===== src/rtl/adapter_pkg.sv =====
// Shared definitions for the BRAM line adapter: default geometry,
// the clogb2 helper and the line reader state encoding.
package adapter_pkg;

    localparam int unsigned WORD_W_DEF     = 32;
    localparam int unsigned LINE_WORDS_DEF = 36;

    // Bits needed to index 'value' distinct items, never less than 1.
    function automatic int unsigned clogb2(input int unsigned value);
        int unsigned v;
        int unsigned r;
        v = value - 1;
        r = 0;
        while (v > 0) begin
            r++;
            v = v >> 1;
        end
        return (r == 0) ? 1 : r;
    endfunction

    typedef enum logic [2:0] {
        IDLE,
        ISSUE,
        FILL,
        STREAM,
        DONE
    } reader_state_t;

endpackage


===== src/rtl/bram_line_word_sel.sv =====
// Combinational word selector: picks one WORD_W slice out of a wide
// BRAM line. Out-of-range selects return zero.
module bram_line_word_sel
    import adapter_pkg::*;
#(
    parameter int unsigned WORD_W     = WORD_W_DEF,
    parameter int unsigned LINE_WORDS = LINE_WORDS_DEF,
    parameter int unsigned LINE_W     = WORD_W * LINE_WORDS,
    parameter int unsigned PTR_W      = clogb2(LINE_WORDS)
) (
    input  logic [LINE_W-1:0] line,
    input  logic [PTR_W-1:0]  sel,
    output logic [WORD_W-1:0] word
);

    // Explicit compare-per-word mux keeps every slice index in range.
    always_comb begin
        word = '0;
        for (int unsigned i = 0; i < LINE_WORDS; i++) begin
            if (sel == PTR_W'(i)) begin
                word = line[i*WORD_W +: WORD_W];
            end
        end
    end

endmodule


===== src/rtl/bram_line_axis_reader.sv =====
// Reads BRAM lines start_index..bound_index (inclusive) and serializes
// each line word 0 first onto an AXI-Stream master port.
// Optional macro BRAM_LINE_PREFETCH_EN adds a shadow line buffer so the
// next line is fetched while the current one streams (no inter-line bubble).
module bram_line_axis_reader
    import adapter_pkg::*;
#(
    parameter int unsigned WORD_W     = WORD_W_DEF,
    parameter int unsigned LINE_WORDS = LINE_WORDS_DEF,
    parameter int unsigned LINE_W     = WORD_W * LINE_WORDS,
    parameter int unsigned ADDR_W     = 12,
    parameter int unsigned PTR_W      = clogb2(LINE_WORDS)
) (
    input  logic                clk,
    input  logic                rst,
    input  logic                start,
    input  logic [ADDR_W-1:0]   start_index,
    input  logic [ADDR_W-1:0]   bound_index,
    output logic                busy,
    output logic                done,
    output logic                err,
    output logic                bram_en,
    output logic [ADDR_W-1:0]   bram_addr,
    input  logic [LINE_W-1:0]   bram_dout,
    output logic                m_axis_tvalid,
    output logic [WORD_W-1:0]   m_axis_tdata,
    output logic [WORD_W/8-1:0] m_axis_tstrb,
    output logic                m_axis_tlast,
    input  logic                m_axis_tready
);

    localparam logic [PTR_W-1:0] LAST_PTR = PTR_W'(LINE_WORDS - 1);

    reader_state_t     state, state_next;
    logic [ADDR_W-1:0] cur_idx, bnd_idx, next_idx;
    logic [PTR_W-1:0]  ptr;
    logic [LINE_W-1:0] line_buf;
    logic              err_q;
    logic              accept, reject;
    logic              beat, line_end, last_line, swap;
    logic [WORD_W-1:0] word;

    assign next_idx  = cur_idx + ADDR_W'(1);
    assign last_line = (cur_idx == bnd_idx);
    assign beat      = (state == STREAM) && m_axis_tready;
    assign line_end  = beat && (ptr == LAST_PTR);

`ifdef BRAM_LINE_PREFETCH_EN
    logic [LINE_W-1:0] shadow_buf;
    logic              shadow_valid;
    logic              pf_req;
    logic              pf_capture;

    // Line change without leaving STREAM when the next line is already shadowed.
    assign swap = line_end && !last_line && shadow_valid;
`else
    assign swap = 1'b0;
`endif

    // State register.
    always_ff @(posedge clk) begin
        if (rst) begin
            state <= IDLE;
        end else begin
            state <= state_next;
        end
    end

    // Next-state logic and command accept/reject decode.
    always_comb begin
        state_next = state;
        accept     = 1'b0;
        reject     = 1'b0;
        case (state)
            IDLE: begin
                if (start) begin
                    if (bound_index < start_index) begin
                        reject = 1'b1;
                    end else begin
                        accept     = 1'b1;
                        state_next = ISSUE;
                    end
                end
            end
            ISSUE:   state_next = FILL;
            FILL:    state_next = STREAM;
            STREAM: begin
                // End test is made on cur_idx before any increment, so a
                // bound of all-ones finishes without wrapping.
                if (line_end) begin
                    if (last_line) begin
                        state_next = DONE;
                    end else if (!swap) begin
                        state_next = ISSUE;
                    end
                end
            end
            DONE:    state_next = IDLE;
            default: state_next = IDLE;
        endcase
    end

    // Line index, word pointer and error pulse.
    always_ff @(posedge clk) begin
        if (rst) begin
            cur_idx <= '0;
            bnd_idx <= '0;
            ptr     <= '0;
            err_q   <= 1'b0;
        end else begin
            err_q <= reject;
            if (accept) begin
                cur_idx <= start_index;
                bnd_idx <= bound_index;
            end
            if (state == FILL) begin
                ptr <= '0;
            end else if (beat) begin
                if (line_end) begin
                    ptr <= '0;
                    if (!last_line) begin
                        cur_idx <= next_idx;
                    end
                end else begin
                    ptr <= ptr + PTR_W'(1);
                end
            end
        end
    end

    // Line buffer load; contents are don't-care after reset.
    always_ff @(posedge clk) begin
        if (state == FILL) begin
            line_buf <= bram_dout;
`ifdef BRAM_LINE_PREFETCH_EN
        end else if (swap) begin
            line_buf <= shadow_buf;
`endif
        end
    end

`ifdef BRAM_LINE_PREFETCH_EN
    // Prefetch control: request the following line on every entry into a
    // line that is not the last, capture it one cycle after the read.
    always_ff @(posedge clk) begin
        if (rst) begin
            pf_req       <= 1'b0;
            pf_capture   <= 1'b0;
            shadow_valid <= 1'b0;
        end else begin
            pf_req     <= ((state == FILL) && !last_line) ||
                          (swap && (next_idx != bnd_idx));
            pf_capture <= pf_req;
            if (pf_capture) begin
                shadow_valid <= 1'b1;
            end else if (line_end) begin
                shadow_valid <= 1'b0;
            end
        end
    end

    // Shadow buffer capture of prefetched BRAM data.
    always_ff @(posedge clk) begin
        if (pf_capture) begin
            shadow_buf <= bram_dout;
        end
    end

    assign bram_en   = (state == ISSUE) || pf_req;
    assign bram_addr = pf_req ? next_idx : cur_idx;
`else
    assign bram_en   = (state == ISSUE);
    assign bram_addr = cur_idx;
`endif

    bram_line_word_sel #(
        .WORD_W     (WORD_W),
        .LINE_WORDS (LINE_WORDS),
        .LINE_W     (LINE_W),
        .PTR_W      (PTR_W)
    ) u_word_sel (
        .line (line_buf),
        .sel  (ptr),
        .word (word)
    );

    assign busy          = (state == ISSUE) || (state == FILL) || (state == STREAM);
    assign done          = (state == DONE);
    assign err           = err_q;
    assign m_axis_tvalid = (state == STREAM);
    assign m_axis_tdata  = word;
    assign m_axis_tstrb  = '1;
    assign m_axis_tlast  = (state == STREAM) && (ptr == LAST_PTR) && last_line;

endmodule


===== config.mk =====
export PLATFORM = sky130hd
export DESIGN_NAME = bram_line_axis_reader
export DESIGN_NICKNAME = d
export VERILOG_FILES = /design/src/rtl/adapter_pkg.sv /design/src/rtl/bram_line_word_sel.sv /design/src/rtl/bram_line_axis_reader.sv
export SDC_FILE = /design/constraint.sdc
export NUM_CORES = 1
export LEC_CHECK = 0
export BUFFER_PORTS_ARGS = -buffer_cell sky130_fd_sc_hd__buf_2
export CAP_MARGIN = 20
export CORE_AREA = 4 4 472 474
export CTS_CLUSTER_SIZE = 40
export DETAILED_ROUTE_END_ITERATION = 10
export DIE_AREA = 0 0 476 478
export SYNTH_ARGS = -nofsm -noshare
export SYNTH_HDL_FRONTEND = slang
export SYNTH_SLANG_ARGS = --single-unit

===== constraint.sdc =====
create_clock -name clk -period 163.8 [get_ports clk]
set_clock_uncertainty 0.2 [all_clocks]
set_input_delay 24.57 -clock clk [delete_from_list [all_inputs] [get_ports clk]]
set_output_delay 24.57 -clock clk [all_outputs]
set_load 0.1 [all_outputs]

==> results.md <==
* Status: finished clean
* Fin area at 62,170 µm²
* Area of the multi-input gates at 10,560 µm²
* EDFF count, synth at 1,152
* Starting Density at 21.21%
* Multiplexer share of the synthesized area at 0.04312%
* Compound-cell area share of the yosys netlist at 13.92%
* Clock root buffer master: clkbuf_16
* DRC violations left at 0
* Fill count at 22,414
* Post-synthesis adder-cell area fraction at 0.4312%
* Die X at 476 µm
* Maximum fanout along the worst path at 30
* RSZ-0062 raised after global routing: no
* CTS tree: built
* Largest family of logic cells by synthesized area: compound AO/OA/AOI/OAI gates
* Hold Fails Final Rpt at 0
* Synth top area cells: edfxtp_1 (75%), o22ai_1 (1.9%), a21oi_1 (1.7%), a221oi_1 (1.6%), nand2_1 (1.5%)
* Placed wire-length estimate at 241,400 µm
* Clock Sinks at 1,186
* First-pass GRT wire length at 369,100 µm
* Placed Area at 56,790 µm²
* Dominant synthesized flop cell: edfxtp_1
* Worst skew pair latency at 830 ps
* Hold Path Class: flop to flop
* Critical path arrival at 6520 ps
* CP startpoint kind: flop
* Mean Syn Cell Area at 15.43 µm²
* Gr usage total at 24.95%
* PostCTS Resize Cnt at 0
* Row count at 172
* Number of H-tree levels at 4
* Iteration-0 DRC Markers at 5,253
* Core ar. at 218,900 µm²
* CTS buffer count at 145
* Crit path kind: flop to primary output
* Final min period at 31,290 ps
* GRT overflow at 0
* Slew headroom at 12.59%
* Syn. warnings at 0
* Clock buffer depth at 3
* Reg area at 35,280 µm²
* Hold_buf cts at 0
* Static leakage at 0.02220 µW
* Nets at 5,559
* Max frequency at 31.96 MHz
* Die area at 227,500 µm²
* Dpl cells at 7,083
* Worst Path Required at 139,030 ps
* Power per Cell Area at 12.46 nW/µm²
* Vias at 37,562
* Worst slew pin tran at 1311 ps
* Post-synth top area cell: edfxtp_1
* Routed Antenna Nets at 0
* Syn Std Cell Area at 46,430 µm²
* Cell count after synthesis at 3,008
* Die height at 478 µm
* Share of layout cells above drive strength 1 at 38.41%
* Post-CTS Setup Bufs at 0
* DRT Wirelength at 297,200 µm
* Fraction of registers with async set/reset at 0%
* Setup TNS at 0 ps
* Slew Limit Fails at 0
* Sequential area share after synthesis at 75.97%
* Gpl congestion at 1.003
* Area growth, synth to finish at 33.90%
* Worst Setup End Kind: primary output
* Pin count of the biggest net entering global routing at 170
* Clk slew on worst S/H paths at 70 ps
* Non-filler cells, final at 7,481
* I/O pins at 1,234
* Post-Synth Simple-Gate Area at 7.298%
* Routed wire per std cell at 39.73 µm
* Max-cap violations at 0
* Synth unique cells at 94
* Vias in the first global route at 36,094
* Final period util at 19.10%
* Maximum vdd ir drop at 0.01072 mV
* Synth Register Bits at 1,186
* First-pass DRT Iterations at 7
* XOR/XNOR share of the synthesized area at 0.3773%
* Endpoints failing setup at 0
* DR vias/cell at 5.021
* Port Buf Inserts at 1,229
* Yosys top cell area share at 74.51%
* Antenna violations before repair at 311
[worst paths after layout]
kind,from,endpoint,slack [ps],cells past startpoint
worst min-delay path,bnd_idx[1],bnd_idx[1],260,2
worst min register to register,bnd_idx[1],bnd_idx[1],260,2
worst max-delay path,ptr[3],m_axis_tdata[16],132510,9
worst max register to register,state[2],line_buf[51],158520,7
[placed cells by master (no fill, tap or decap), drive strengths merged, types with 8 or more instances in the layout]
cell / count
nor3: 65
a222oi: 9
a22oi: 49
inv: 25
nand4: 22
a211oi: 27
a211o: 11
buf: 1381
and3: 12
xor2: 16
or3: 8
o221a: 20
nand2b: 13
edfxtp: 1152
nand3b: 10
a221o: 27
nand3: 78
dfxtp: 34
bufinv: 16
o21ai: 118
a31oi: 26
a221oi: 86
a21oi: 160
clkinv: 72
o31ai: 17
o22ai: 138
o211ai: 44
or4: 12
nand2: 192
o31a: 10
nor2b: 10
nor4: 31
a2111oi: 22
ha: 16
nor2: 178
a22o: 21
clkbuf: 165
or2: 10
o221ai: 39
diode: 129
[where the power goes]
| part | total [µW] | internal, µW | switching (µW) | leakage (µW) |
|---|---|---|---|---|
| registers | 380 | 366 | 13.5 | 0.0109 |
| clock network | 336 | 192 | 145 | 0.00239 |
| logic | 58.6 | 16.5 | 42.0 | 0.00894 |
[critical path: stages, from the launching register on]
cell and delay, ps:
dfxtp_1 980, nand4bb_1 760, nor2_2 1090, buf_4 420, a21oi_1 140, o211ai_1 790, o211ai_1 170, buf_4 180
a31oi_1 570, buf_2 550
[cell type report]
cell class              count  share of cell area [%]
repair buffers           1381                   11.87
clock inverters           100                   2.009
inverters                  20                  0.1208
multi-input cells        1629                   16.98
flip-flops and latches   1186                   56.74
well taps                2871                   5.778
diodes                    129                  0.5192
clock buffers             165                   5.973
[cells in the mapped netlist, types with 7 or more instances]
cell type  count
nor2b_1       10
nand2_1      191
dfxtp_1       34
or3_1          8
a31oi_1       26
nor2_1       171
o21bai_1       7
a222oi_1       9
nor3b_1        7
edfxtp_1    1152
a22oi_1       49
a2111oi_0     21
nand3_1       78
o221a_2       20
o31a_1        10
nand4_1       22
o221ai_1      39
inv_1         20
or4_1         11
buf_1         10
a22o_1        21
o211ai_1      44
nand3b_1      10
nor4_1        30
xor2_1        16
a221o_1       27
a211oi_1      24
buf_2         42
clkbuf_1     101
buf_4         14
a221oi_1      84
or2_2         10
a211o_1       11
nor3_1        63
nand2b_1      13
o21ai_0      117
and3_1        12
a21oi_1      160
o22ai_1      138
o31ai_1       17
ha_1          16
[cell families (layout without fill, tap and decap cells)]
group                    count (synthesis)  after routing
adder cells (fa/ha/maj)                 16             16
buffers and inverters                  196           1666
flip-flops                            1186           1186
XOR/XNOR                                20             20
AO/OA/AOI/OAI                          908            908
multiplexers                             2              2
other                                    1            133
AND/OR/NAND/NOR                        679            679
[sequential cells by signal, summed over array words and instances, names as in the netlist]
register,cells
bnd_idx,12
bram_addr,12
err,1
line_buf,1152
ptr,6
state,3
[routing by layer]
layer,part of all wire [%],track usage (%),wire (µm),vias up
met5,0.36,0,1080,-
met4,4.8,11.03,14350,168
met3,11,8.813,31630,716
met2,46,39.66,136500,2790
met1,38,30.42,113700,18647
li1,-,-,-,15241
[per-stage QoR]
| step | worst slack [ps] | power [µW] | utilization (%) | hold WS, ps |
|---|---|---|---|---|
| floorplan | 75660 | 498.7 | - | 243.6 |
| global placement | 131690 | 443.5 | 25.84 | 253.3 |
| detailed placement | 133300 | 444.1 | 25.95 | 259.0 |
| CTS | 132360 | 782.5 | 28.22 | 266.4 |
| global route | 132330 | 798.5 | 28.34 | 296.0 |
| finish | 132510 | 774.8 | 28.41 | 264.2 |
Power figures use the tool's default switching activity.
